`src/rtl/reg_cmd_decoder.sv`:
```
// -----------------------------------------------------------------------------
// reg_cmd_decoder
//
// Upstream feeder for the register bank. Parses a 32-bit command stream into
// register-write packets and forwards the payload words as an AXIS stream.
// Each packet starts with a header word:
//     [31:28]            opcode
//     [23:16]            payload word count (0..255)
//     [INDEX_WIDTH-1:0]  start register index
// All other header bits are ignored. A header with OP_REG_WRITE whose range
// fits inside the bank is forwarded. A header with a bad opcode or an
// out-of-range span is swallowed together with its payload, and it raises the
// sticky error flag. A zero-count header is consumed silently.
//
// Ports
//     aclk           clock
//     reset          asynchronous, active-high reset
//     s_axis_tvalid  command word valid
//     s_axis_tready  command word accepted when high together with tvalid
//     s_axis_tdata   command word (header or payload)
//     m_axis_tvalid  register payload beat valid
//     m_axis_tready  downstream ready
//     m_axis_tdata   register value
//     m_axis_tuser   start register index of the current packet
//     m_axis_tlast   last payload beat of the packet
//     busy           high while a packet is being parsed or a beat is pending
//     error          sticky discard flag, cleared only by reset
//     pkt_count      packets fully forwarded, wraps at 16 bits
//
// State table
//     state       | meaning
//     ------------+-----------------------------------------------------------
//     ST_HDR      | waiting for a header word
//     ST_PAYLOAD  | forwarding payload words of a valid write packet
//     ST_DISCARD  | dropping payload words of a rejected packet
// -----------------------------------------------------------------------------
module reg_cmd_decoder #(
    parameter int          BANK_SIZE    = 8,
    parameter logic [3:0]  OP_REG_WRITE = 4'h1
) (
    input  logic                                 aclk,
    input  logic                                 reset,

    input  logic                                 s_axis_tvalid,
    output logic                                 s_axis_tready,
    input  logic [31:0]                          s_axis_tdata,

    output logic                                 m_axis_tvalid,
    input  logic                                 m_axis_tready,
    output logic [31:0]                          m_axis_tdata,
    output logic [$clog2(BANK_SIZE)-1:0]         m_axis_tuser,
    output logic                                 m_axis_tlast,

    output logic                                 busy,
    output logic                                 error,
    output logic [15:0]                          pkt_count
);

    localparam int INDEX_WIDTH = $clog2(BANK_SIZE);
    // Wide enough that start + count can never wrap.
    localparam int SUM_WIDTH   = INDEX_WIDTH + 9;

    typedef enum logic [1:0] {
        ST_HDR     = 2'd0,
        ST_PAYLOAD = 2'd1,
        ST_DISCARD = 2'd2
    } state_t;

    state_t                  state_q;
    state_t                  state_d;
    logic [7:0]              remaining_q;
    logic [7:0]              remaining_d;
    logic [INDEX_WIDTH-1:0]  tuser_q;
    logic [INDEX_WIDTH-1:0]  tuser_d;

    logic                    out_valid_q;
    logic [31:0]             out_data_q;
    logic [INDEX_WIDTH-1:0]  out_user_q;
    logic                    out_last_q;

    logic                    error_q;
    logic [15:0]             pkt_count_q;

    logic                    s_ready;
    logic                    accept;
    logic                    load_out;
    logic                    set_error;
    logic                    pkt_done;
    logic                    last_word;

    logic [3:0]              hdr_opcode;
    logic [7:0]              hdr_count;
    logic [INDEX_WIDTH-1:0]  hdr_start;
    logic [SUM_WIDTH-1:0]    hdr_end;
    logic                    hdr_ok;

    // -------------------------------------------------------------------------
    // Header field decode
    // -------------------------------------------------------------------------
    assign hdr_opcode = s_axis_tdata[31:28];
    assign hdr_count  = s_axis_tdata[23:16];
    assign hdr_start  = s_axis_tdata[INDEX_WIDTH-1:0];
    assign hdr_end    = SUM_WIDTH'(hdr_start) + SUM_WIDTH'(hdr_count);
    assign hdr_ok     = (hdr_opcode == OP_REG_WRITE) &&
                        (hdr_end <= SUM_WIDTH'(BANK_SIZE));

    // -------------------------------------------------------------------------
    // Input handshake. In PAYLOAD a word is only taken when the single output
    // stage can accept it in the same cycle, so no payload word is ever lost.
    // -------------------------------------------------------------------------
    always_comb begin
        s_ready = 1'b1;
        if (state_q == ST_PAYLOAD) begin
            s_ready = !out_valid_q || m_axis_tready;
        end
    end

    assign accept    = s_axis_tvalid && s_ready;
    assign last_word = (remaining_q == 8'd1);

    // -------------------------------------------------------------------------
    // FSM next-state and control
    // -------------------------------------------------------------------------
    always_comb begin
        state_d     = state_q;
        remaining_d = remaining_q;
        tuser_d     = tuser_q;
        load_out    = 1'b0;
        set_error   = 1'b0;
        pkt_done    = 1'b0;

        case (state_q)
            ST_HDR: begin
                if (accept && (hdr_count != 8'd0)) begin
                    remaining_d = hdr_count;
                    if (hdr_ok) begin
                        tuser_d = hdr_start;
                        state_d = ST_PAYLOAD;
                    end else begin
                        set_error = 1'b1;
                        state_d   = ST_DISCARD;
                    end
                end
            end

            ST_PAYLOAD: begin
                if (accept) begin
                    load_out    = 1'b1;
                    remaining_d = remaining_q - 8'd1;
                    if (last_word) begin
                        pkt_done = 1'b1;
                        state_d  = ST_HDR;
                    end
                end
            end

            ST_DISCARD: begin
                if (accept) begin
                    remaining_d = remaining_q - 8'd1;
                    if (last_word) begin
                        state_d = ST_HDR;
                    end
                end
            end

            default: begin
                state_d = ST_HDR;
            end
        endcase
    end

    always_ff @(posedge aclk or posedge reset) begin
        if (reset) begin
            state_q     <= ST_HDR;
            remaining_q <= 8'd0;
            tuser_q     <= '0;
        end else begin
            state_q     <= state_d;
            remaining_q <= remaining_d;
            tuser_q     <= tuser_d;
        end
    end

    // -------------------------------------------------------------------------
    // Single-stage output register. Data fields only change on a load, which
    // keeps a stalled beat stable until its handshake.
    // -------------------------------------------------------------------------
    always_ff @(posedge aclk or posedge reset) begin
        if (reset) begin
            out_valid_q <= 1'b0;
            out_data_q  <= 32'd0;
            out_user_q  <= '0;
            out_last_q  <= 1'b0;
        end else if (load_out) begin
            out_valid_q <= 1'b1;
            out_data_q  <= s_axis_tdata;
            out_user_q  <= tuser_q;
            out_last_q  <= last_word;
        end else if (m_axis_tready) begin
            out_valid_q <= 1'b0;
        end
    end

    // -------------------------------------------------------------------------
    // Status
    // -------------------------------------------------------------------------
    always_ff @(posedge aclk or posedge reset) begin
        if (reset) begin
            error_q     <= 1'b0;
            pkt_count_q <= 16'd0;
        end else begin
            if (set_error) begin
                error_q <= 1'b1;
            end
            if (pkt_done) begin
                pkt_count_q <= pkt_count_q + 16'd1;
            end
        end
    end

    assign s_axis_tready = s_ready;
    assign m_axis_tvalid = out_valid_q;
    assign m_axis_tdata  = out_data_q;
    assign m_axis_tuser  = out_user_q;
    assign m_axis_tlast  = out_last_q;
    assign busy          = (state_q != ST_HDR) || out_valid_q;
    assign error         = error_q;
    assign pkt_count     = pkt_count_q;

endmodule

```
`config.mk`:
```
export PLATFORM = sky130hd
export DESIGN_NAME = reg_cmd_decoder
export DESIGN_NICKNAME = d
export VERILOG_FILES = /design/src/rtl/reg_cmd_decoder.sv
export SDC_FILE = /design/constraint.sdc
export NUM_CORES = 1
export LEC_CHECK = 0
export BUFFER_PORTS_ARGS = -buffer_cell sky130_fd_sc_hd__buf_4
export CAP_MARGIN = 20
export CELL_PAD_IN_SITES_DETAIL_PLACEMENT = 0
export CELL_PAD_IN_SITES_GLOBAL_PLACEMENT = 2
export CORE_MARGIN = 1.5
export CORE_UTILIZATION = 34
export CTS_BUF_LIST = sky130_fd_sc_hd__clkbuf_8
export DETAILED_ROUTE_END_ITERATION = 12
export GPL_ROUTABILITY_DRIVEN = 0
export GPL_TIMING_DRIVEN = 1
export PLACE_DENSITY = 0.9
export RECOVER_POWER = 50
export SLEW_MARGIN = 25
export SYNTH_ARGS = -nofsm -noshare
export SYNTH_HDL_FRONTEND = slang
export SYNTH_SLANG_ARGS = --single-unit
```
`constraint.sdc`:
```
create_clock -name aclk -period 3.3 [get_ports aclk]
set_input_delay 0.33 -clock aclk [delete_from_list [all_inputs] [get_ports aclk]]
set_output_delay 0.33 -clock aclk [all_outputs]
set_load 0.05 [all_outputs]
```
==> parameters.txt <==
Parameter                              Value

Run status
  Status ... finished with violations
  Violated checks ... max-capacitance violations, max-slew violations

STA
  Setup repair after global routing missed its margin ... false
  Number of pins exceeding their max-slew limit in the final report ... between 60 and 70
  Tightest Pin Transition ... 1.64 ns
  Final worst clock skew ... 0.00672 ns
  Min Clock Period, post-route ... 2.23 ns
  Final setup violation count ... 0
  Share of the cycle needed by the critical path after routing ... 67.6%
  Hold violation total from the final report ... 0
  Setup TNS ... 0 ns
  Maximum frequency from static timing analysis ... 448 MHz
  Headroom to the max-slew limit ... -9.31%

Global routing
  Met1 demand-to-capacity share in global routing ... about a fifth
  Number of global-route vias before repair ... 2414
  M2 GR Usage ... 25.4%
  Initial antenna violation count ... 0
  Met3 Resource Use GR ... 3.60%
  Layer with the highest usage ... met2
  Aggregate global-route resource usage ... 16.0%
  Largest net degree at the start of global routing ... between 60 and 70
  GRT Residual Overflow ... 0
  First-pass GRT wire length ... 12.2 mm

Die
  Area inside the core boundary ... 8680 um2
  Die H ... 97.6 um
  Number of I/O pins ... 92
  Die ar. ... about 9500 um2
  Initial Utilization ... 35.1%
  Chip width ... about 98 um
  Cell Rows ... 34

Run
  MaxCap Viol Count ... 1

Critical path
  Startpoint type of the worst setup path ... input port
  Cell breakdown of the critical path ... buf_4, ha_1, fa_1, xor2_1, nor3_1, o2111ai_1, a2111o_1, mux2_1
  Total buffers and inverters traversed by the critical path ... 1
  Peak fanout along the critical path ... 3
  Slowest stage delay, CP ... 0.48 ns
  Classification of the worst setup path ... input port to flip-flop
  Crit-path leading delay family ... adder cells
  Critical Path RT ... 3.52 ns
  Kind of end point of the critical path ... flip-flop
  Arrival time of data at the critical path endpoint ... 2.45 ns
  Slowest stage cell on the critical path ... sky130_fd_sc_hd__a2111o_1

Power
  Psw ... 0.657 mW
  Fraction of power consumed by sequential logic ... about 44%
  Clock group share of total power ... 35.2%
  Areal power density over the cells ... between 500 and 600 nW/um2
  Int Pwr ... between 1.5 and 2 mW
  Fraction of power spent switching nets ... a little under a third
  Combinational fraction of design power ... between 20% and 30%
  Leakage Power ... 2.05 nW
  Worst IR Drop VDD ... 0.238 mV

Layout
  Most used cells in the layout excluding fill and tap cells ... 118 x sky130_fd_sc_hd__nand2_1, 67 x sky130_fd_sc_hd__dfrtp_1, 65 x sky130_fd_sc_hd__buf_4, 28 x sky130_fd_sc_hd__clkbuf_1, 13 x sky130_fd_sc_hd__xnor2_1
  Antenna diode instance count ... 0
  Number of nets in the finished design ... 460
  Fraction of layout instances using a drive strength above 1 ... 21.2%
  Summed area of non-filler cells in the final layout ... between 3000 and 4000 um2
  Filler-free cell count of the finished design ... 528
  Most common cell after layout, fill and taps aside ... sky130_fd_sc_hd__nand2_1
  Filler cell count in the final layout ... 876
  Synth-to-Final Area Change ... 30.4%

Place
  HPWL reported at the end of detailed placement ... 5.42 mm
  Count of placed standard cells including taps ... a little over 500
  Placed Instance Area ... 3860 um2
  Port Buffers ... 91

Route
  Number of nets with antenna violations after detailed routing ... 0
  Iteration count of the initial detailed-routing pass ... 4
  Drt first-iter violations ... 98
  Number of DRC violations after detailed routing ... 0
  Overall routed net length ... 7.41 mm
  Routed len/inst ... 14.0 um
  Routed via count ... 2572
  Via density per instance ... 4.87

CTS
  # resized after CTS ... 0
  CTS Buffer Depth ... 2
  CTS tree ... yes
  Number of post-CTS setup repair buffers ... 0
  H-tree levels ... 3
  Hold bufs inserted after CTS ... 0
  Clock tree sinks ... 67
  Clock latency on the worst-skew pair ... 0.34 ns
  Number of buffers created by CTS ... 9
  Library cell used as clock root buffer ... sky130_fd_sc_hd__clkbuf_8
  Clock transition at path regs ... 0.07 ns

Logic synthesis
  Top_reg_cell synth ... sky130_fd_sc_hd__dfrtp_1
  Number of enable-type register cells in the synthesized netlist ... 0
  Synthesis-stage register bit count ... 67
  Post-synth net total ... 366
  Share of synthesized area occupied by flip-flops and latches ... between 50% and 60%
  Ys Warns ... 0
  Async set-or-reset flop fraction in the synthesized netlist ... 100%
  Post-Syn Area ... 3040 um2
  Average size of a mapped cell ... 9.48 um2
  Count of distinct cell types in the synthesized netlist ... slightly above 40
  Number of standard cells after synthesis ... 321

Worst hold path
  Kind of path behind the tightest hold check ... input port to flip-flop
[path summary, 6_finish.rpt]
path,startpoint,endpoint,slack [ns],depth (start not counted)
max,s_axis_tdata[0],tuser_q[1]$_DFFE_PP0P_,1.07,8
min,s_axis_tdata[13],m_axis_tdata[13]$_DFFE_PP0P_,0.18,3
max reg2reg,remaining_q[4]$_DFFE_PP0P_,pkt_count[9]$_DFFE_PP0P_,1.31,5
min reg2reg,error$_DFFE_PP0P_,error$_DFFE_PP0P_,0.46,1
max in group asynchronous,reset,m_axis_tdata[16]$_DFFE_PP0P_,1.76,3
min in group asynchronous,reset,m_axis_tdata[5]$_DFFE_PP0P_,0.58,3
[worst min-delay path, cell delays in order]
cell,delay (ns)
sky130_fd_sc_hd__buf_4,0.08
sky130_fd_sc_hd__nand2_1,0.04
sky130_fd_sc_hd__nand2_1,0.04
[power groups by stage]
| stage | Combinational (mW) | Sequential [mW] | Clock, mW |
|---|---|---|---|
| 6_report | 0.457 | 0.946 | 0.761 |
| 5_1_grt | 0.513 | 0.956 | 0.831 |
| 4_1_cts | 0.470 | 0.945 | 0.793 |
| 3_5_place_dp | 0.470 | 0.961 | 0 |
| 3_3_place_gp | 0.460 | 0.960 | 0 |
| 2_1_floorplan | 0.297 | 0.986 | 0 |
[per-layer routing]
layer  vias to the layer above  part of all wire (%)
met3                        12                   5.5
met1                      1231                    47
li1                       1255                     -
met4                         0                   1.8
met2                        74                    46
met5                         -                     0
[area by class of cell]
class / instances / area, um2 / area share [%]
sequential: 67 / 1680 / 42.2
multi-input combinational: 233 / 1290 / 32.6
timing repair buffer: 95 / 606 / 15.3
clock buffer: 10 / 138 / 3.47
tap: 108 / 135 / 3.40
clock inverter: 6 / 88.8 / 2.24
inverter: 9 / 33.8 / 0.851
[cells in the mapped netlist, drive strengths merged (2+ instances only)]
master	number	area, um2
a31oi	4	25.0
xnor2	13	114
ha	8	100
nand4	4	25.0
clkbuf	8	30.0
nand2	118	443
o22a	4	35.0
o21ai	10	50.1
nand3	10	50.1
inv	9	33.8
and3	5	31.3
nor2	11	41.3
nand2b	2	12.5
o2bb2ai	2	17.5
a21o	4	31.3
and4	2	17.5
buf	4	16.3
a21oi	8	40.0
mux2	4	45.0
nor3	6	45.0
dfrtp	67	1680
xor2	3	26.3
[stage by stage]
stage / power (mW) / hold WS [ns] / setup WS (ns) / util, %
2_1_floorplan: 1.28 / 0.435 / 1.02 / -
3_3_place_gp: 1.42 / 0.450 / 0.804 / 44.5
3_5_place_dp: 1.43 / 0.447 / 0.720 / 44.5
4_1_cts: 2.21 / 0.0671 / 1.09 / 47.1
5_1_grt: 2.30 / 0.177 / 0.975 / 45.7
6_report: 2.16 / 0.179 / 1.07 / 45.7
[logic make-up (layout without fill, tap and decap cells)]
logic type               Yosys count  after routing  share of synthesized area (%)
XOR/XNOR                          16             16                           4.60
adder cells (fa/ha/maj)            9              9                           3.95
buffers and inverters             21            120                           2.63
flip-flops                        67             67                           55.1
multiplexers                       5              5                           1.81
AO/OA/AOI/OAI                     40             40                           8.84
AND/OR/NAND/NOR                  163            163                           23.1
[flip-flops by register name, summed over array words and instances (netlist names), 2 cells and up]
register and flops:
remaining_q 8, m_axis_tuser 3, state_q 2, tuser_q 3, m_axis_tdata 32, pkt_count 16
(Power assumes the default switching activity.)
